`src/rtl/req_gnt_pkg.sv`:
```
// Shared types, default sizes and the saturating-increment helper for the
// req/gnt responder.
package req_gnt_pkg;

  typedef enum logic [1:0] {
    IDLE  = 2'd0,
    WAIT  = 2'd1,
    GRANT = 2'd2,
    COOL  = 2'd3
  } state_e;

  localparam int DEF_DLY_W    = 4;
  localparam int DEF_MAX_HOLD = 16;
  localparam int DEF_CNT_W    = 8;
  localparam int HOLD_W       = 16;

  function automatic logic [31:0] sat_inc(input logic [31:0] value,
                                          input logic [31:0] limit);
    return (value >= limit) ? value : value + 32'd1;
  endfunction

endpackage

```
`src/rtl/req_gnt_sat_counter.sv`:
```
// Saturating event counter: counts inc pulses up to all-ones and sticks there.
module req_gnt_sat_counter
  import req_gnt_pkg::*;
#(
  parameter int CNT_W = DEF_CNT_W
) (
  input  logic             clk,
  input  logic             rst_n,
  input  logic             clr,
  input  logic             inc,
  output logic [CNT_W-1:0] cnt
);

  localparam logic [31:0] CNT_MAX = 32'((64'd1 << CNT_W) - 64'd1);

  logic [CNT_W-1:0] cnt_reg, cnt_next;

  always_comb begin
    cnt_next = cnt_reg;
    if (clr) begin
      cnt_next = '0;
    end else if (inc) begin
      cnt_next = CNT_W'(sat_inc(32'(cnt_reg), CNT_MAX));
    end
  end

  always_ff @(posedge clk or negedge rst_n) begin
    if (!rst_n) begin
      cnt_reg <= '0;
    end else begin
      cnt_reg <= cnt_next;
    end
  end

  assign cnt = cnt_reg;

endmodule

```
`src/rtl/req_gnt_responder.sv`:
```
// Grant side of the req/gnt handshake: programmable grant latency, hold limit
// with timeout pulse, one-cycle cool-down. REQ_GNT_RESPONDER_SVA_EN adds assertions.
module req_gnt_responder
  import req_gnt_pkg::*;
#(
  parameter int DLY_W    = DEF_DLY_W,
  parameter int MAX_HOLD = DEF_MAX_HOLD,
  parameter int CNT_W    = DEF_CNT_W
) (
  input  logic             clk,
  input  logic             rst_n,
  input  logic             req,
  input  logic             busy,
  input  logic [DLY_W-1:0] dly,
  output logic             gnt,
  output logic             timeout,
  output logic [CNT_W-1:0] grant_cnt,
  output logic [CNT_W-1:0] abort_cnt
);

  state_e            state_reg, state_next;
  logic [DLY_W-1:0]  dly_cnt_reg, dly_cnt_next;
  logic [HOLD_W-1:0] hold_cnt_reg, hold_cnt_next;
  logic              gnt_reg, gnt_next;
  logic              timeout_reg, timeout_next;
  logic              grant_inc, abort_inc;

  always_comb begin
    state_next    = state_reg;
    dly_cnt_next  = dly_cnt_reg;
    hold_cnt_next = hold_cnt_reg;
    timeout_next  = 1'b0;
    grant_inc     = 1'b0;
    abort_inc     = 1'b0;
    case (state_reg)
      IDLE: begin
        if (req && !busy) begin
          if (dly == '0) begin
            state_next    = GRANT;
            hold_cnt_next = HOLD_W'(1);
            grant_inc     = 1'b1;
          end else begin
            state_next   = WAIT;
            dly_cnt_next = dly;
          end
        end
      end
      WAIT: begin
        // Withdrawal wins over both busy and an expiring delay.
        if (!req) begin
          state_next   = IDLE;
          dly_cnt_next = '0;
          abort_inc    = 1'b1;
        end else if (!busy) begin
          if (dly_cnt_reg == DLY_W'(1)) begin
            state_next    = GRANT;
            dly_cnt_next  = '0;
            hold_cnt_next = HOLD_W'(1);
            grant_inc     = 1'b1;
          end else begin
            dly_cnt_next = dly_cnt_reg - DLY_W'(1);
          end
        end
      end
      GRANT: begin
        if (!req) begin
          state_next = COOL;
        end else if (hold_cnt_reg == HOLD_W'(MAX_HOLD)) begin
          state_next   = COOL;
          timeout_next = 1'b1;
        end else begin
          hold_cnt_next = hold_cnt_reg + HOLD_W'(1);
        end
      end
      COOL: begin
        state_next    = IDLE;
        hold_cnt_next = '0;
      end
      default: begin
        state_next = IDLE;
      end
    endcase
  end

  assign gnt_next = (state_next == GRANT);

  always_ff @(posedge clk or negedge rst_n) begin
    if (!rst_n) begin
      state_reg    <= IDLE;
      dly_cnt_reg  <= '0;
      hold_cnt_reg <= '0;
      gnt_reg      <= 1'b0;
      timeout_reg  <= 1'b0;
    end else begin
      state_reg    <= state_next;
      dly_cnt_reg  <= dly_cnt_next;
      hold_cnt_reg <= hold_cnt_next;
      gnt_reg      <= gnt_next;
      timeout_reg  <= timeout_next;
    end
  end

  logic [1:0]       cnt_inc;
  logic [CNT_W-1:0] cnt_val [2];

  assign cnt_inc = {abort_inc, grant_inc};

  for (genvar gi = 0; gi < 2; gi++) begin : g_cnt
    req_gnt_sat_counter #(.CNT_W(CNT_W)) u_cnt (
      .clk   (clk),
      .rst_n (rst_n),
      .clr   (1'b0),
      .inc   (cnt_inc[gi]),
      .cnt   (cnt_val[gi])
    );
  end

  assign gnt       = gnt_reg;
  assign timeout   = timeout_reg;
  assign grant_cnt = cnt_val[0];
  assign abort_cnt = cnt_val[1];

`ifdef REQ_GNT_RESPONDER_SVA_EN
  // Length of the current gnt-high run, excluding the cycle being sampled.
  logic [HOLD_W:0] sva_run_reg;

  always_ff @(posedge clk or negedge rst_n) begin
    if (!rst_n) begin
      sva_run_reg <= '0;
    end else if (gnt_reg) begin
      sva_run_reg <= sva_run_reg + (HOLD_W+1)'(1);
    end else begin
      sva_run_reg <= '0;
    end
  end

  a_rose_needs_req: assert property (@(posedge clk) disable iff (!rst_n)
    $rose(gnt_reg) |-> $past(req));
  a_hold_limit: assert property (@(posedge clk) disable iff (!rst_n)
    gnt_reg |-> (sva_run_reg < (HOLD_W+1)'(MAX_HOLD)));
  a_timeout_on_fall: assert property (@(posedge clk) disable iff (!rst_n)
    timeout_reg |-> $fell(gnt_reg));
  a_cool_then_idle: assert property (@(posedge clk) disable iff (!rst_n)
    (state_reg == COOL) |=> (state_reg == IDLE));

  c_zero_dly_grant: cover property (@(posedge clk) disable iff (!rst_n)
    (state_reg == IDLE) && req && !busy && (dly == '0));
  c_timeout: cover property (@(posedge clk) disable iff (!rst_n) timeout_reg);
  c_abort: cover property (@(posedge clk) disable iff (!rst_n)
    (state_reg == WAIT) && !req);
`endif

endmodule
```
`config.mk`:
```
export PLATFORM = sky130hd
export DESIGN_NAME = req_gnt_responder
export DESIGN_NICKNAME = d
export VERILOG_FILES = /design/src/rtl/req_gnt_pkg.sv /design/src/rtl/req_gnt_sat_counter.sv /design/src/rtl/req_gnt_responder.sv
export SDC_FILE = /design/constraint.sdc
export NUM_CORES = 1
export LEC_CHECK = 0
export BUFFER_PORTS_ARGS = -buffer_cell sky130_fd_sc_hd__buf_2
export CELL_PAD_IN_SITES_DETAIL_PLACEMENT = 0
export CELL_PAD_IN_SITES_GLOBAL_PLACEMENT = 2
export CORE_MARGIN = 10
export CORE_UTILIZATION = 34
export CTS_BUF_LIST = sky130_fd_sc_hd__clkbuf_8
export DETAILED_ROUTE_END_ITERATION = 10
export PLACE_DENSITY = 0.8
export SLEW_MARGIN = 25
export SYNTH_ARGS = -nofsm -noshare
export SYNTH_HDL_FRONTEND = slang
export SYNTH_SLANG_ARGS = --single-unit
```
`constraint.sdc`:
```
create_clock -name clk -period 2.15 [get_ports clk]
set_input_delay 0.3225 -clock clk [delete_from_list [all_inputs] [get_ports clk]]
set_output_delay 0.3225 -clock clk [all_outputs]
set_load 0.03 [all_outputs]
```
==> results <==
- The largest stage delay on the critical path is 410 ps.
- Port buffering added 25 buffers.
- The detailed router finished its first iteration with 50 violations.
- After clock tree synthesis, the repair step resized 0 gates.
- The initial core utilization is 34.5%.
- The launch point of the critical path is dly_cnt_reg[1].
- 26 I/O pins were placed.
- The global-route wire length before repair is 9050 um.
- The class of the worst hold path is input port to async pin.
- Setup violations remaining at the end of the flow were counted as 0.
- The flop and latch count out of synthesis is 40.
- The deepest level of the CTS H-tree is 2.
- The overflow left after global routing is 0.
- The largest area contributor in the netlist is sky130_fd_sc_hd__dfrtp_1.
- The total of warnings raised by yosys is 0.
- The most used standard cell by instance count after synthesis is sky130_fd_sc_hd__dfrtp_1.
- The data required time at the worst endpoint is 2330 ps.
- The type of the worst setup path is flop to flop.
- For this design the static power due to leakage is 1.21 nW.
- The antenna diode instance count is 0.
- The count of pins over their slew limit is 0.
- The cell sitting at the root of the clock tree is a sky130_fd_sc_hd__clkbuf_8.
- The flow ran to the end, and the final reports show no timing, DRC or antenna violations.
- The area of all placed cells without fillers is 2620 um^2.
- The area after detailed placement is 2490 um^2.
- The number of clock buffers added by TritonCTS is 5.
- The routed length per instance is 15.3 um.
- Entering global routing, the biggest net connects 41 pins.
- The worst pin sits at a relative slew slack of 65.0%.
- The category of the worst setup path capture point is a flop.
- The clock passes through at most 2 buffers.
- The via-per-instance ratio is 5.39.
- In the post-synthesis netlist, the biggest area contributors are sky130_fd_sc_hd__dfrtp_1, sky130_fd_sc_hd__o21ai_0, sky130_fd_sc_hd__xor2_1, sky130_fd_sc_hd__ha_1, sky130_fd_sc_hd__nor2_1.
- The number of nets with antenna violations after detailed routing is 0.
- The routed wire length is 5250 um.
- At the end of the flow the core is filled with cells to 41.7%.
- The clock tree from TritonCTS is built.
- The net count of the finished layout is 279.
- The die width is 99.8 um.
- In this run, post-CTS hold repair placed 0 buffers.
- In this run the worst path has a maximum fanout of 4.
- In the synthesized netlist the async set-or-reset flop fraction comes to 100%.
- The clock arrives with 10.6 ps of skew.
- Walking the worst path, the cells encountered are inv_1 -> ha_1 -> or3b_4 -> nor2_4 -> a21oi_2 -> or3_4 -> mux2_4.
- The total count of hold-check failures in the final report is 0.
- When the netlist entered floorplanning its net count stood at 237.
- The clock reaches the later pin of the worst-skew pair after 290 ps.
- Setup repair after global routing left no endpoint under its margin.
- The clock sink count is 40.
- Across the run, the number of max-cap violations was 0.
- The endpoint of the lowest-slack register-to-register path is g_cnt[0].u_cnt.cnt[1].
- The clock transition at the register clock pins on the worst setup and hold paths after CTS is 80 ps.
- The main flop type after synthesis is sky130_fd_sc_hd__dfrtp_1.
- The number of buffers added for setup after CTS is 0.
- The overall fraction of global-route tracks in use is 10.8%.
- The critical path capture point is g_cnt[0].u_cnt.cnt[1].
- The mapped cell area is 2170 um^2.
- The die covers 9960 um^2.
- From bottom edge to top edge, the die measures 99.8 um.
- The startpoint identified for the worst register-to-register timing path is dly_cnt_reg[1].
- The worst setup slack for register-to-register paths is 190 ps.
- The worst voltage drop across the vdd grid is 0.512 mV.
- Counting instances in the post-synthesis netlist gives the leading cell types as sky130_fd_sc_hd__dfrtp_1, sky130_fd_sc_hd__nor2_1, sky130_fd_sc_hd__o21ai_0.
- The critical path's slowest cell is sky130_fd_sc_hd__or3b_4.
- At the end of routability-driven placement, the weighted congestion stood at 0.809.
- The pre-antenna-repair detailed-routing pass consisted of 4 iterations.
- The cell count after synthesis is 223.
- The count of unresolved DRC violations after routing is 0.
- Summed over all nets, the half-perimeter wirelength after detailed placement is 3690 um.
- Each instance of the synthesized netlist takes up on average 9.71 um^2.
- STA classifies the critical path startpoint as a flop.
- The share of final-layout standard cells stronger than drive strength 1 is 24.4%.
- The number of global-route vias before repair came to 1869.
- In this run the biggest area consumer among cell types represents 46.2% of the synthesized area.
- The initial antenna violation count is 0.
- In this run, synthesis inferred 0 flip-flops with an integrated enable.
- The upper clock frequency limit is 509 MHz.
- The total core area is 6280 um^2.
- The minimum clock period after layout is 1960 ps.
- The area overhead of the layout relative to synthesis is 20.9%.
- The floorplan has 29 rows.
- The routed layout has 1850 vias.
- Summing the sequential cell areas from Yosys gives 46.2% of the chip area.
- At the pin with the least slew margin, the transition time is 525 ps.
- Counting cells, the worst reg-to-reg path comes to 7.
- For this design the ratio of total power to cell area is 968 nW/um^2.
- The synthesized netlist contains 43 unique library cells.
- Of the available clock period, the critical path in the final layout requires 91.3%.
- The critical path data arrival time is 2150 ps.
[kinds of logic after synthesis]
logic type	count (synthesis)	synth area share (%)
compound gates	56	16.9
mux	3	1.68
flops	40	46.2
buf+inv	13	2.37
xor+xnor	14	5.66
simple gates	91	23.7
fa+ha+maj	6	3.47
[area by class of cell]
| cell class | count | area, um^2 |
|---|---|---|
| fillers | 630 | 3660 |
| repair buffers | 43 | 260 |
| flip-flops and latches | 40 | 1000 |
| clock inverters | 2 | 11.3 |
| clock buffers | 6 | 82.6 |
| inverters | 5 | 18.8 |
| well taps | 77 | 96.3 |
| multi-input cells | 170 | 1150 |
[where the power goes]
part	switching [mW]	leakage (nW)	total, mW	internal [mW]
registers	0.182	0.532	1.09	0.912
clock network	0.272	0.0486	0.528	0.256
logic	0.536	0.633	0.913	0.377
total	0.990	1.21	2.54	1.55
[metal layers]
metal / global-route usage, % / wire length, um / share of wire [%] / vias up
met2: 16.9 / 2410 / 46 / 30
met1: 14.1 / 2530 / 48 / 900
met5: 0 / 0 / 0 / -
met3: 3.02 / 242 / 4.6 / 7
li1: - / - / - / 913
met4: 3.53 / 63 / 1.2 / 0
[how the worst min path moves through the flow]
stage                           end  depth (start not counted)  slack (ps)
floorplan            dly_cnt_reg[0]                          0          30
global placement    hold_cnt_reg[8]                          2         420
detailed placement  hold_cnt_reg[6]                          2         420
CTS                 hold_cnt_reg[6]                          2         100
global route        hold_cnt_reg[6]                          2         110
finish              hold_cnt_reg[6]                          2          80
[worst max-delay path, delay by kind of cell (launching register included)]
family                     cells  cell delay (ps)
AOI/OAI and AO/OA              1               70
buffers and inverters          1               80
DFF                            1              380
adders and majority gates      1              130
and+or+nand+nor                3              900
muxes                          1              300
[cell usage in the layout (no fill, tap or decap), types with 3 or more instances in the layout]
cell type	synthesis	layout
sky130_fd_sc_hd__o41ai_1	3	3
sky130_fd_sc_hd__and4_1	5	5
sky130_fd_sc_hd__dfrtp_1	40	40
sky130_fd_sc_hd__and3_1	4	4
sky130_fd_sc_hd__ha_1	6	6
sky130_fd_sc_hd__xor2_1	9	9
sky130_fd_sc_hd__a31oi_1	4	4
sky130_fd_sc_hd__nor3_1	6	6
sky130_fd_sc_hd__nand4_1	5	5
sky130_fd_sc_hd__inv_1	5	6
sky130_fd_sc_hd__xnor2_1	5	5
sky130_fd_sc_hd__buf_4	0	18
sky130_fd_sc_hd__nor2_1	19	18
sky130_fd_sc_hd__o21ai_0	19	19
sky130_fd_sc_hd__nand3_1	13	13
sky130_fd_sc_hd__o31ai_1	9	9
sky130_fd_sc_hd__buf_2	2	25
sky130_fd_sc_hd__a211oi_1	3	3
sky130_fd_sc_hd__clkbuf_8	0	6
sky130_fd_sc_hd__nand2b_1	3	3
sky130_fd_sc_hd__nand2_1	15	15
sky130_fd_sc_hd__nor4b_1	5	3
sky130_fd_sc_hd__a21oi_1	8	8
[metrics by stage]
step,setup slack [ps],hold slack [ps],cells,power [mW],setup TNS [ps]
global route,105,112,343,2.72,0
global placement,53.0,422,335,2.00,0
detailed placement,-0.725,424,335,2.01,-0.725
finish,186,77.5,343,2.54,0
floorplan,39.0,26.9,223,1.67,0
CTS,5.11,97.9,343,2.55,0
Note: power is estimated with default switching activity, not from simulation.
